==> src/rtl/bcd_serial_subtractor_pkg.sv <==
// Shared definitions for the digit-serial BCD subtractor.
//   BCD digit constants, the FSM state encoding and a digit-range helper.
package bcd_serial_subtractor_pkg;

  localparam int BCD_DIGIT_W = 4;
  localparam int BCD_MAX     = 9;
  localparam int BCD_RADIX   = 10;

  typedef enum logic [1:0] {
    S_IDLE = 2'd0,
    S_SUB  = 2'd1,
    S_NEG  = 2'd2,
    S_DONE = 2'd3
  } state_e;

  function automatic logic digit_invalid(input logic [BCD_DIGIT_W-1:0] dgt);
    return dgt > BCD_DIGIT_W'(BCD_MAX);
  endfunction

endpackage

==> src/rtl/bcd_serial_subtractor_if.sv <==
// Handshake and operand/result bundle for bcd_serial_subtractor.
//   start/a/b    : request and packed-BCD operands (requester -> subtractor)
//   ready/done   : idle indication and one-cycle result strobe
//   diff/neg/invalid : |a-b| in packed BCD, sign, bad-digit flag
interface bcd_serial_subtractor_if #(parameter int DIGITS = 2);
  logic                  start;
  logic [4*DIGITS-1:0]   a;
  logic [4*DIGITS-1:0]   b;
  logic                  ready;
  logic                  done;
  logic [4*DIGITS-1:0]   diff;
  logic                  neg;
  logic                  invalid;

  modport master (output start, a, b, input ready, done, diff, neg, invalid);
  modport slave  (input start, a, b, output ready, done, diff, neg, invalid);
endinterface

==> src/rtl/bcd_serial_subtractor_digit_sub.sv <==
// Combinational single-digit BCD subtract with borrow: d = x - y - bin (mod 10).
//   x, y : BCD digits (0..9)   bin : borrow in
//   d    : result digit        bout: borrow out (x - y - bin < 0)
module bcd_digit_sub
  import bcd_serial_subtractor_pkg::*;
(
  input  logic [3:0] x,
  input  logic [3:0] y,
  input  logic       bin,
  output logic [3:0] d,
  output logic       bout
);
  // Range of x-y-bin is -10..9, so a 5-bit two's-complement result suffices.
  logic [4:0] t;

  always_comb begin
    t    = {1'b0, x} - {1'b0, y} - {4'b0000, bin};
    bout = t[4];
    d    = bout ? (t[3:0] + 4'(BCD_RADIX)) : t[3:0];
  end
endmodule

==> src/rtl/bcd_serial_subtractor.sv <==
// Digit-serial BCD subtractor: |a - b| plus sign, one digit per clock.
//   clk, rst : clock and synchronous active-high reset
//   bus      : slave side of bcd_serial_subtractor_if (start/ready/done handshake,
//              operands a/b, results diff/neg/invalid)
//
//   state  | meaning
//   IDLE   | ready=1, waiting for start
//   SUB    | r = a - b, one digit per cycle
//   NEG    | r = 0 - r (ten's complement) when a < b
//   DONE   | publish result, pulse done next cycle
module bcd_serial_subtractor
  import bcd_serial_subtractor_pkg::*;
#(
  parameter int DIGITS = 2
) (
  input  logic                    clk,
  input  logic                    rst,
  bcd_serial_subtractor_if.slave  bus
);
  localparam int W  = 4 * DIGITS;
  localparam int IW = (DIGITS > 1) ? $clog2(DIGITS) : 1;

  state_e          state_q, state_d;
  logic [IW-1:0]   idx_q, idx_d;
  logic            borrow_q, borrow_d;
  logic [W-1:0]    op_a_q, op_a_d;
  logic [W-1:0]    op_b_q, op_b_d;
  logic [W-1:0]    r_q, r_d;
  logic            neg_pend_q, neg_pend_d;
  logic            inv_pend_q, inv_pend_d;
  logic            done_q, done_d;
  logic [W-1:0]    diff_q, diff_d;
  logic            neg_q, neg_d;
  logic            invalid_q, invalid_d;

  logic            any_inv;
  logic [3:0]      ds_x, ds_y, ds_d;
  logic            ds_bout;
  logic            last_digit;

  // One digit slice serves both passes: SUB uses a/b, NEG uses 0/r.
  bcd_digit_sub u_digit_sub (
    .x    (ds_x),
    .y    (ds_y),
    .bin  (borrow_q),
    .d    (ds_d),
    .bout (ds_bout)
  );

  always_comb begin
    any_inv = 1'b0;
    for (int i = 0; i < DIGITS; i++) begin
      any_inv = any_inv | digit_invalid(bus.a[4*i +: 4]) | digit_invalid(bus.b[4*i +: 4]);
    end
  end

  assign last_digit = (idx_q == IW'(DIGITS - 1));
  assign ds_x       = (state_q == S_NEG) ? 4'd0 : op_a_q[4*idx_q +: 4];
  assign ds_y       = (state_q == S_NEG) ? r_q[4*idx_q +: 4] : op_b_q[4*idx_q +: 4];

  always_comb begin
    state_d    = state_q;
    idx_d      = idx_q;
    borrow_d   = borrow_q;
    op_a_d     = op_a_q;
    op_b_d     = op_b_q;
    r_d        = r_q;
    neg_pend_d = neg_pend_q;
    inv_pend_d = inv_pend_q;
    done_d     = 1'b0;
    diff_d     = diff_q;
    neg_d      = neg_q;
    invalid_d  = invalid_q;

    case (state_q)
      S_IDLE: begin
        if (bus.start) begin
          op_a_d     = bus.a;
          op_b_d     = bus.b;
          idx_d      = '0;
          borrow_d   = 1'b0;
          r_d        = '0;
          neg_pend_d = 1'b0;
          inv_pend_d = any_inv;
          state_d    = any_inv ? S_DONE : S_SUB;
        end
      end
      S_SUB, S_NEG: begin
        r_d[4*idx_q +: 4] = ds_d;
        borrow_d          = ds_bout;
        if (!last_digit) begin
          idx_d = idx_q + IW'(1);
        end else if (state_q == S_SUB && ds_bout) begin
          // Final borrow means a < b: r holds the ten's complement of |a-b|.
          idx_d      = '0;
          borrow_d   = 1'b0;
          neg_pend_d = 1'b1;
          state_d    = S_NEG;
        end else begin
          state_d = S_DONE;
        end
      end
      S_DONE: begin
        done_d    = 1'b1;
        diff_d    = inv_pend_q ? '0 : r_q;
        neg_d     = inv_pend_q ? 1'b0 : neg_pend_q;
        invalid_d = inv_pend_q;
        state_d   = S_IDLE;
      end
      default: state_d = S_IDLE;
    endcase
  end

  always_ff @(posedge clk) begin
    if (rst) begin
      state_q    <= S_IDLE;
      idx_q      <= '0;
      borrow_q   <= 1'b0;
      op_a_q     <= '0;
      op_b_q     <= '0;
      r_q        <= '0;
      neg_pend_q <= 1'b0;
      inv_pend_q <= 1'b0;
      done_q     <= 1'b0;
      diff_q     <= '0;
      neg_q      <= 1'b0;
      invalid_q  <= 1'b0;
    end else begin
      state_q    <= state_d;
      idx_q      <= idx_d;
      borrow_q   <= borrow_d;
      op_a_q     <= op_a_d;
      op_b_q     <= op_b_d;
      r_q        <= r_d;
      neg_pend_q <= neg_pend_d;
      inv_pend_q <= inv_pend_d;
      done_q     <= done_d;
      diff_q     <= diff_d;
      neg_q      <= neg_d;
      invalid_q  <= invalid_d;
    end
  end

  assign bus.ready   = (state_q == S_IDLE);
  assign bus.done    = done_q;
  assign bus.diff    = diff_q;
  assign bus.neg     = neg_q;
  assign bus.invalid = invalid_q;
endmodule

==> src/flat_wrapper.sv <==
// flat-port wrapper written by rule: the top's interface ports become plain ports
module bcd_serial_subtractor_flat import bcd_serial_subtractor_pkg::*;
#(
  parameter int DIGITS = 2
)
  (clk, rst, bus_start, bus_a, bus_b, bus_ready, bus_done, bus_diff, bus_neg, bus_invalid);
  bcd_serial_subtractor_if #(.DIGITS(DIGITS)) bus_i ();
  input  logic clk;
  input  logic rst;
  input wire logic [$bits(bus_i.start)-1:0] bus_start;
  input wire logic [$bits(bus_i.a)-1:0] bus_a;
  input wire logic [$bits(bus_i.b)-1:0] bus_b;
  output wire logic [$bits(bus_i.ready)-1:0] bus_ready;
  output wire logic [$bits(bus_i.done)-1:0] bus_done;
  output wire logic [$bits(bus_i.diff)-1:0] bus_diff;
  output wire logic [$bits(bus_i.neg)-1:0] bus_neg;
  output wire logic [$bits(bus_i.invalid)-1:0] bus_invalid;
  assign bus_i.start = bus_start;
  assign bus_i.a = bus_a;
  assign bus_i.b = bus_b;
  assign bus_ready = bus_i.ready;
  assign bus_done = bus_i.done;
  assign bus_diff = bus_i.diff;
  assign bus_neg = bus_i.neg;
  assign bus_invalid = bus_i.invalid;
  bcd_serial_subtractor #(.DIGITS(DIGITS)) u_core (.clk(clk), .rst(rst), .bus(bus_i));
endmodule
==> config.mk <==
export PLATFORM = sky130hd
export DESIGN_NAME = bcd_serial_subtractor_flat
export DESIGN_NICKNAME = d
export VERILOG_FILES = /design/src/rtl/bcd_serial_subtractor_pkg.sv /design/src/rtl/bcd_serial_subtractor_if.sv /design/src/rtl/bcd_serial_subtractor_digit_sub.sv /design/src/rtl/bcd_serial_subtractor.sv /design/src/flat_wrapper.sv
export SDC_FILE = /design/constraint.sdc
export NUM_CORES = 1
export LEC_CHECK = 0
export ABC_AREA = 1
export BUFFER_PORTS_ARGS = -buffer_cell sky130_fd_sc_hd__buf_4
export CORE_UTILIZATION = 55
export DETAILED_ROUTE_END_ITERATION = 6
export PLACE_DENSITY = 0.77
export SYNTH_ARGS = -nofsm -noshare
export SYNTH_HDL_FRONTEND = slang
export SYNTH_HIERARCHICAL = 1
export SYNTH_SLANG_ARGS = --single-unit
export TNS_END_PERCENT = 50
==> constraint.sdc <==
create_clock -name clk -period 6 [get_ports clk]
set_input_delay 0.6 -clock clk [delete_from_list [all_inputs] [get_ports clk]]
set_output_delay 0.6 -clock clk [all_outputs]
set_load 0.03 [all_outputs]
# == Word-level counts from Yosys, hierarchy flattened ==
# Index checks and enable logic that the tools add are counted.
# totals
out_inout_bits,12
input_bits,19
elab_cells,67
ff_bits,41
# classes
bitwise,3
n_reduce_logical,8
muxes,24
add_sub_neg,5
order_cmp,4
n_eq_ne,6
n_shift,5
# ops
op,count
$neg 3->34,1
$shift 4x34->8 const A,1
$shiftx 4x34->8,1
$shiftx 8x4->4,3
$gt 4x4->1 const B,4
$mux 8,2
$pmux 8 s2,1
$mux 4,3
$mux 1,10
$bwmux 8,1
$mux 2,3
$pmux 1 s2,3
$pmux 2 s3,1
$reduce_and 2->1,3
$sub 4x4->5,1
$sub 5x1->5,1
$add 4x4->4 const B,1
$eq 2x2->1 const B,2
$ne 2x1->1 const B,2
$reduce_and 4->1,1
$or 1x1->1,3
$eq 2x1->1 const B,1
$logic_not 2->1,1
$ne 2x2->1 const B,1
other kinds (4),4

# == Depth between registers and ports, before layout ==
# Gate-level depths: netlist of run 1.
# logic_depth
depth_word,9
ltp_mapped,22
mapped_depth_nobuf,20

# == Modules after synthesis ==
# The synthesis of run 1 kept the hierarchy.
# by_module_without_submodules
mod,area_per_inst_um2,seq_area_each_um2,cells_per_inst,instances
bcd_serial_subtractor,1785.5,820.8,249,1
bcd_digit_sub,357.8,0.0,54,1

# == Worst setup path before layout of run 1 ==
# Ideal clock, no wire load.
# synth_path
path_type,register to register
startpoint,reg u_core.state_q[0]
endpoint,reg u_core.r_q[7]
path_buffers,2
t_required_ns,5.930
period_less_slack_ns,3.125
slack_ns,2.875
arrival_time_ns,3.055
setup_time_ns,0.070
stages_incl_launch_ff,23
path_cell_list,dfxtp_1 inv_1 ha_1 buf_2 inv_1 clkbuf_1 nor2_1 o22ai_1 inv_1 fa_1 fa_1 inv_1 nand2_2 nand2_1 ha_1 inv_1 nand3_1 nand2_1 nand2_1 inv_1 nor2_1 nand3_1 a21oi_1
# synth_between
elab_chain_len,9
word_cells_on_any_way,16
cone_classes,3 x add/sub; 3 x eq/ne; 1 x shift; 5 x mux; 4 x reduce/logical
# synth_lines
element,line_no,text
"start, declared",bcd_serial_subtractor.sv:23,"state_e state_q, state_d;"
"start signal, assigned",bcd_serial_subtractor.sv:129,state_q <= state_d;
$eq 2x2->1 (*),bcd_serial_subtractor.sv:59,assign ds_y = (state_q == S_NEG) ? r_q[4*idx_q +: 4] : op_b_q[4*idx_q +: 4];
$mux 4 (*),bcd_serial_subtractor.sv:59,
net u_core.ds_y[0],bcd_serial_subtractor.sv:37,"logic [3:0] ds_x, ds_y, ds_d;"
$sub 4x4->5 (*),bcd_serial_subtractor_digit_sub.sv:17,"t = {1'b0, x} - {1'b0, y} - {4'b0000, bin};"
$sub 5x1->5 (*),bcd_serial_subtractor_digit_sub.sv:17,
$add 4x4->4,bcd_serial_subtractor_digit_sub.sv:19,d = bout ? (t[3:0] + 4'(BCD_RADIX)) : t[3:0];
$mux 4 (*),bcd_serial_subtractor_digit_sub.sv:19,
net u_core.ds_d[3],bcd_serial_subtractor.sv:37,
$shiftx 4x34->8 (*),bcd_serial_subtractor.sv:89,r_d[4*idx_q +: 4] = ds_d;
$bwmux 8 (*),bcd_serial_subtractor.sv:89,
$pmux 8 s2 (*),bcd_serial_subtractor.sv:75,case (state_q)
"end signal, assigned",bcd_serial_subtractor.sv:134,r_q <= r_d;
"end, declared",bcd_serial_subtractor.sv:28,"logic [W-1:0] r_q, r_d;"
# The timed path passes the listed nets; every way through them passes the cells marked *.
# A chain may end at the register's enable or synchronous reset.

# == Final worst setup path of run 1 ==
# Same ends and word-level chain as after synthesis.

==> metrics.md, run 1 <==
| Metric | Value |
|---|---|
| Hold slack | `between 0.4 and 0.5 ns` |
| # placed instances | `370` |
| Setup TNS | `0 ns` |
| GPL Wtd Cong | `slightly below 0.9` |
| Seq/Total Area, Yosys | `0.3830` |
| Final Non-Filler Cells | `roughly 380` |
| Area share of the largest cell type after synthesis | `0.3830` |
| Post-synthesis cell area | `2143 µm²` |
| CTS Hold Buffers Added | `0` |
| Pins over their slew limit | `0` |
| # diodes | `0` |
| Die H | `~64 µm` |
| Routed len/inst | `approximately 12 µm` |
| Setup Buffers After CTS | `0` |
| Maximum capacitance violations | `0` |
| Worst Tran Pin Value | `0.5731 ns` |
| Met1 Track Usage GR | `0.3010` |
| Final min period | `3.322 ns` |
| Final Hold Viols | `0` |
| Ports | `31` |
| Met3 Use GR | `0.06514` |
| Highest clock rate | `roughly 300 MHz` |
| TritonCTS clock tree | `yes` |
| Relative slew slack | `0.6175` |
| Core Rows | `22` |
| Crit-path max FO | `12` |
| RSZ-0062 raised after global routing | `no` |
| Placed instance area | `2382 µm²` |
| Total iterations of the first detailed-routing run | `4` |
| Area grow syn2layout | `14.94%` |
| Pre-CTS WS | `2.752 ns` |
| Worst IR drop on VDD | `between 200 and 300 µV` |
| Initial antenna violation count | `0` |
| Final core utilization | `0.6679` |
| H-tree depth | `2` |
| Final critical-path share of the clock period | `0.5537` |
| Remaining global-route overflow | `0` |
| Share of layout cells above drive strength 1 | `0.1641` |
| Clock skew | `just over 0.009 ns` |
| Synth unique cells | `26` |
| Core ar. | `roughly 3700 µm²` |
| Vias in the first global route | `between 1500 and 2000` |
| Remaining antenna violation count | `0` |
| Sink Count | `~40` |
| Final net count | `between 300 and 400` |
| Busiest grt layer | `met2` |
| Worst EP arrival | `around 3.5 ns` |
| Status | `finished clean` |
| Skew-Pair Late Insertion Delay | `0.29 ns` |
| Cts repair resizes | `0` |
| First-pass GRT wire length | `8.100 mm` |
| Leading post-synthesis cells by cell area | `dfxtp_1 (38%), nor2_1 (10%), nand2_1 (9.8%), o21ai_0 (7.9%), ha_1 (7.0%)` |
| Clock buffer depth | `2` |
| TritonCTS Buffers | `5` |
| PwrDens | `618.4 nW/µm²` |
| GRT Total Usage | `0.2565` |
| Yosys Warn Count | `6` |
| Initial core utilization | `0.5811` |
| Setup CP Type | `reg -> reg` |
| Post-DR vias/cell | `5.122` |
| Design area | `between 2000 and 2500 µm²` |
| Hold Path Class | `reg -> reg` |
| Final-report setup violation count | `0` |
| Hpwl dp | `3.463 mm` |
| Static Leak | `1.126 nW` |
| Largest net degree at the start of global routing | `24` |
| Total power | `~1.5 mW` |
| Clock-pin slew of the registers on the worst-case setup and hold paths | `about 0.080 ns` |
| Syn Nets | `336` |
| Worst EP required | `6.22 ns` |
| GR Util met2 | `0.4355` |
| Crit start category | `flop` |
| DRT iter0 DRCs | `around 140` |
| Post-Syn Area per Cell | `just over 7 µm²` |
| Register bit total from synthesis | `41` |
| Vias | `slightly below 2000` |
| # DRC | `0` |
| Final worst slack | `about 2.7 ns` |
| Final wirelength | `4.519 mm` |
| Cells after synthesis | `about 300` |
| Chip Width | `~64 µm` |
| # port buffers | `30` |
| Area leader, netlist | `dfxtp_1` |
| Worst Setup End Kind | `flop` |
| Root Driver | `clkbuf_8` |
| Die area | `between 4000 and 5000 µm²` |
## power breakdown
part           total, mW  switching (mW)  leakage [nW]  internal (mW)
logic              0.970           0.626         0.750          0.345
clock network      0.173          0.0930        0.0412         0.0805
registers          0.380          0.0460         0.335          0.334
total               1.52           0.765          1.13          0.759
## layout make-up
cell class              count  area, µm²
inverters                  33      123.9
flip-flops and latches     41      820.8
clock inverters             1      8.758
well taps                  48      60.06
fillers                   351       1225
repair buffers             30      225.2
clock buffers               6      72.57
multi-input cells         218       1152
## placed cells by master, fill, tap and decap left out
master | netlist | routed
nor2_1 | 57 | 57
nand2_1 | 56 | 56
dfxtp_1 | 41 | 41
o21ai_0 | 34 | 34
buf_4 | 0 | 30
inv_1 | 30 | 30
a21oi_1 | 26 | 26
ha_1 | 12 | 12
nand3_1 | 8 | 8
nand2_4 | 6 | 6
clkbuf_8 | 0 | 5
o22ai_1 | 4 | 4
nor2_2 | 3 | 3
inv_2 | 2 | 2
nand3_2 | 2 | 2
fa_1 | 2 | 2
clkbuf_1 | 5 | 1
clkinv_4 | 0 | 1
o21ai_4 | 1 | 1
or2_4 | 1 | 1
a21oi_2 | 1 | 1
a31oi_1 | 1 | 1
or2_2 | 1 | 1
clkinv_1 | 1 | 1
nand2_2 | 1 | 1
xor2_1 | 1 | 1
o21ai_1 | 1 | 1
## kinds of logic after synthesis
logic type,Yosys count,synth area share
buf+inv,44,0.07940
flops,41,0.3830
compound gates,68,0.1687
simple gates,135,0.2761
fa+ha+maj,14,0.08873
xor+xnor,1,0.004087
## synth_stat cells
| master | count |
|---|---|
| nand2_4 | 6 |
| dfxtp_1 | 41 |
| inv_2 | 2 |
| a21oi_1 | 26 |
| fa_1 | 2 |
| nand2_1 | 56 |
| o21ai_4 | 1 |
| xor2_1 | 1 |
| nand2_2 | 1 |
| o21ai_1 | 1 |
| nand3_1 | 8 |
| a21oi_2 | 1 |
| or2_4 | 1 |
| inv_1 | 30 |
| nor2_2 | 3 |
| nor2_1 | 57 |
| o22ai_1 | 4 |
| nand3_2 | 2 |
| clkbuf_1 | 5 |
| a31oi_1 | 1 |
| ha_1 | 12 |
| o21ai_0 | 34 |
| buf_2 | 4 |
| or2_2 | 1 |
| buf_1 | 2 |
| clkinv_1 | 1 |
## registers in the layout, summed over array words and instances, names as in the netlist
register            flops
u_core/bus.diff         8
u_core/bus.invalid      1
u_core/bus.neg          1
u_core/op_b_q           8
u_core/r_q              8
u_core/bus.done         1
u_core/inv_pend_q       1
u_core/op_a_q           8
u_core/borrow_q         1
u_core/idx_q            1
u_core/neg_pend_q       1
u_core/state_q          2
## final timing paths
kind / startpoint / end / cells after the start / slack [ns]
worst min register to register: u_core/neg_pend_q / u_core/neg_pend_q / 2 / 0.47
worst max register to register: u_core/state_q[0] / u_core/r_q[7] / 20 / 2.68
worst max-delay path: u_core/state_q[0] / u_core/r_q[7] / 20 / 2.68
worst min-delay path: u_core/neg_pend_q / u_core/neg_pend_q / 2 / 0.47
## layer usage
metal  wire (µm)  vias to the layer above
li1            -                     1012
met2        2213                       40
met3         170                        9
met5           0                        -
met1        2039                      870
met4          95                        0
## critical path, cell delays in order, from the launching register on
cell	delay [ns]
dfxtp_1	0.39
inv_1	0.10
ha_1	0.29
inv_1	0.25
o21ai_0	0.11
o22ai_1	0.12
inv_1	0.08
fa_1	0.47
fa_1	0.42
inv_1	0.08
nand2_2	0.07
nand2_1	0.08
ha_1	0.15
inv_1	0.05
nand3_1	0.08
nand2_1	0.05
nand2_1	0.08
inv_1	0.04
nor2_1	0.09
nand3_1	0.08
a21oi_1	0.17
Power figures use the tool's default switching activity.
==> inputs of run 2 (changes only) <==
Settings changed: ABC_AREA 1 to 0.
Clock period 6 ns to 3.1 ns, I/O delays scaled along.
==> metrics.md, run 2 <==
| Metric | Value |
|---|---|
| Status | `finished clean` |
| Syn Nets | `between 200 and 300` |
| Post-DR vias/cell | `about 5.5` |
| Register bit total from synthesis | `between 40 and 50` |
| Area share of the largest cell type after synthesis | `0.3816` |
| Die area | `between 4000 and 5000 µm²` |
| Final-report setup violation count | `0` |
| TritonCTS Buffers | `5` |
| Cts repair resizes | `0` |
| Chip Width | `~65 µm` |
| TritonCTS clock tree | `yes` |
| Core Rows | `22` |
| Reg-to-reg startpoint | `u_core/idx_q` |
| First-pass GRT wire length | `7.617 mm` |
| Final min period | `2.923 ns` |
| Hpwl dp | `around 3.2 mm` |
| Fraction of registers with async set/reset | `0` |
| Sink Count | `41` |
| Combinational family with the most area after synthesis | `simple AND/OR/NAND/NOR gates` |
| Vias | `roughly 1800` |
| Commonest non-fill, non-tap cells in the layout | `nand2_1 (44), dfxtp_1 (39), buf_4 (34), a21oi_1 (32)` |
| RSZ-0062 raised after global routing | `no` |
| Worst Tran Pin Value | `between 0.7 and 0.8 ns` |
| Vias in the first global route | `1683` |
| Most common library cell in the layout ignoring fill and taps | `nand2_1` |
| Hold depth | `3` |
| # diodes | `0` |
| Yosys Warn Count | `6` |
| Final net count | `303` |
| Pins over their slew limit | `0` |
| CTS Hold Buffers Added | `0` |
| Cells after synthesis | `between 200 and 250` |
| Xor and xnor area share after synthesis | `0.02036` |
| Die H | `roughly 65 µm` |
| GRT Total Usage | `0.2390` |
| GPL Wtd Cong | `~0.82` |
| Static Leak | `approximately 0.96 nW` |
| Most frequent cells after synthesis | `nand2_1 (44), dfxtp_1 (41), a21oi_1 (32)` |
| Reg2Reg Depth | `11` |
| RR Endpoint | `u_core/neg_pend_q` |
| # port buffers | `30` |
| Hold Crit Start | `bus_b[4]` |
| Initial core utilization | `0.5788` |
| Setup TNS | `0 ns` |
| Post-Syn Area per Cell | `8.708 µm²` |
| Most common cell in the synthesized netlist | `nand2_1` |
| Remaining global-route overflow | `0` |
| Hold slack | `~0.26 ns` |
| Area grow syn2layout | `14.72%` |
| Number of flops mapped to enable cells by yosys | `0` |
| Final critical-path share of the clock period | `0.9429` |
| # DRC | `0` |
| Root Driver | `clkbuf_8` |
| Hold Path Class | `in -> reg` |
| Mux cell area share after synthesis | `0.07679` |
| Final wirelength | `4.447 mm` |
| Initial antenna violation count | `0` |
| Clock buffer depth | `2` |
| Seq/Total Area, Yosys | `0.3816` |
| Ports | `31` |
| Skew-Pair Late Insertion Delay | `0.30 ns` |
| Setup CP Type | `reg -> reg` |
| Clock skew | `between 0.005 and 0.006 ns` |
| Synth unique cells | `40` |
| Final Hold Viols | `0` |
| Ys flop type | `dfxtp_1` |
| Routed len/inst | `between 10 and 15 µm` |
| Remaining antenna violation count | `0` |
| Maximum capacitance violations | `0` |
| Synth Area in Adders | `0.08842` |
| Hold Path Sink | `u_core/op_b_q[4]` |
| Crit-path max FO | `11` |
| Clock-pin slew of the registers on the worst-case setup and hold paths | `approximately 0.080 ns` |
| Worst EP arrival | `3.17 ns` |
| Post-synthesis cell area | `approximately 2200 µm²` |
| Setup Buffers After CTS | `0` |
| Core ar. | `3716 µm²` |
| Crit start category | `flop` |
| Synth Area in Compound Gates | `0.1745` |
| Synth Area in Simple Gates | `0.1832` |
| H-tree depth | `2` |
| Worst EP required | `~3.3 ns` |
| Largest net degree at the start of global routing | `42` |
| Highest clock rate | `approximately 340 MHz` |
| Total iterations of the first detailed-routing run | `5` |
| Worst IR drop on VDD | `667.3 µV` |
| Relative slew slack | `0.5204` |
| PwrDens | `950.3 nW/µm²` |
| Area leader, netlist | `dfxtp_1` |
| DRT iter0 DRCs | `approximately 100` |
| Share of layout cells above drive strength 1 | `0.2325` |
| Worst Setup End Kind | `flop` |
| Leading post-synthesis cells by cell area | `dfxtp_1 (38%), nand2_1 (7.7%), a21oi_1 (7.4%), ha_1 (7.0%), mux4_2 (4.2%)` |
| R2r setup slk | `around 0.18 ns` |
==> run 2: cell types whose count changed after synthesis, moves of 6 or more <==
cell	change
mux2i_1	+6
nand2_1	-12
inv_1	-17
o21ai_0	-29
nand3b_1	+8
nand2_4	-6
a21oi_1	+6
nor2_1	-47
==> run 2: cell type report <==
| cell class | instances | area, µm² |
|---|---|---|
| Clock buffer | 7 | 96.34 |
| Clock inverter | 1 | 5.005 |
| Fill cell | 327 | 1249 |
| Inverter | 13 | 48.80 |
| Multi-Input combinational cell | 175 | 1179 |
| Sequential cell | 41 | 823.3 |
| Tap cell | 48 | 60.06 |
| Timing Repair Buffer | 34 | 255.2 |
==> run 2: worst max path at each step <==
stage | start | end | slack (ns) | cells after the start
after floorplan | u_core/state_q[0] | u_core/neg_pend_q | 0.005 | 14
after global placement | u_core/state_q[0] | u_core/neg_pend_q | 0.10 | 13
after detailed placement | u_core/state_q[0] | u_core/neg_pend_q | 0.02 | 13
after CTS | u_core/state_q[0] | u_core/neg_pend_q | 0.004 | 13
after global routing | u_core/state_q[0] | u_core/neg_pend_q | 0.01 | 13
final | u_core/idx_q | u_core/neg_pend_q | 0.18 | 11
==> run 2: power breakdown <==
group | switching, mW | internal [mW] | leakage (nW)
registers | 0.0795 | 0.620 | 0.335
logic | 0.709 | 0.557 | 0.575
clock network | 0.179 | 0.201 | 0.0542
total | 0.967 | 1.38 | 0.964
==> run 2: logic make-up (layout without fill, tap and decap cells) <==
logic type,count (synthesis),after routing
adder cells (fa/ha/maj),14,14
AND/OR/NAND/NOR,84,84
flip-flops,41,41
multiplexers,11,11
AO/OA/AOI/OAI,61,61
buffers and inverters,31,55
XOR/XNOR,5,5
==> run 2: critical path, stage by stage (launching register included) <==
cell	delay, ns
dfxtp_2	0.42
buf_4	0.22
mux4_2	0.53
ha_1	0.30
inv_1	0.04
ha_1	0.32
a211o_1	0.28
and2_4	0.18
inv_2	0.08
nand2_1	0.07
a211oi_2	0.22
o221a_1	0.20
==> run 2: per-layer routing <==
layer	global-route usage	wire length, µm
met4	0.08333	64
met5	0	0
met3	0.04754	143
met1	0.3050	2071
met2	0.4000	2168
==> run 2: metrics by stage <==
step           area [µm²]  power (mW)    util  setup slack, ns  cells
2_1_floorplan        2152       1.750       -         0.004666    247
3_3_place_gp         2354       1.898  0.6333           0.1035    311
3_5_place_dp         2354       1.923  0.6333          0.02393    311
4_1_cts              2455       2.310  0.6606         0.003551    319
5_1_grt              2467       2.528  0.6640          0.01376    319
6_report             2467       2.345  0.6640           0.1771    319
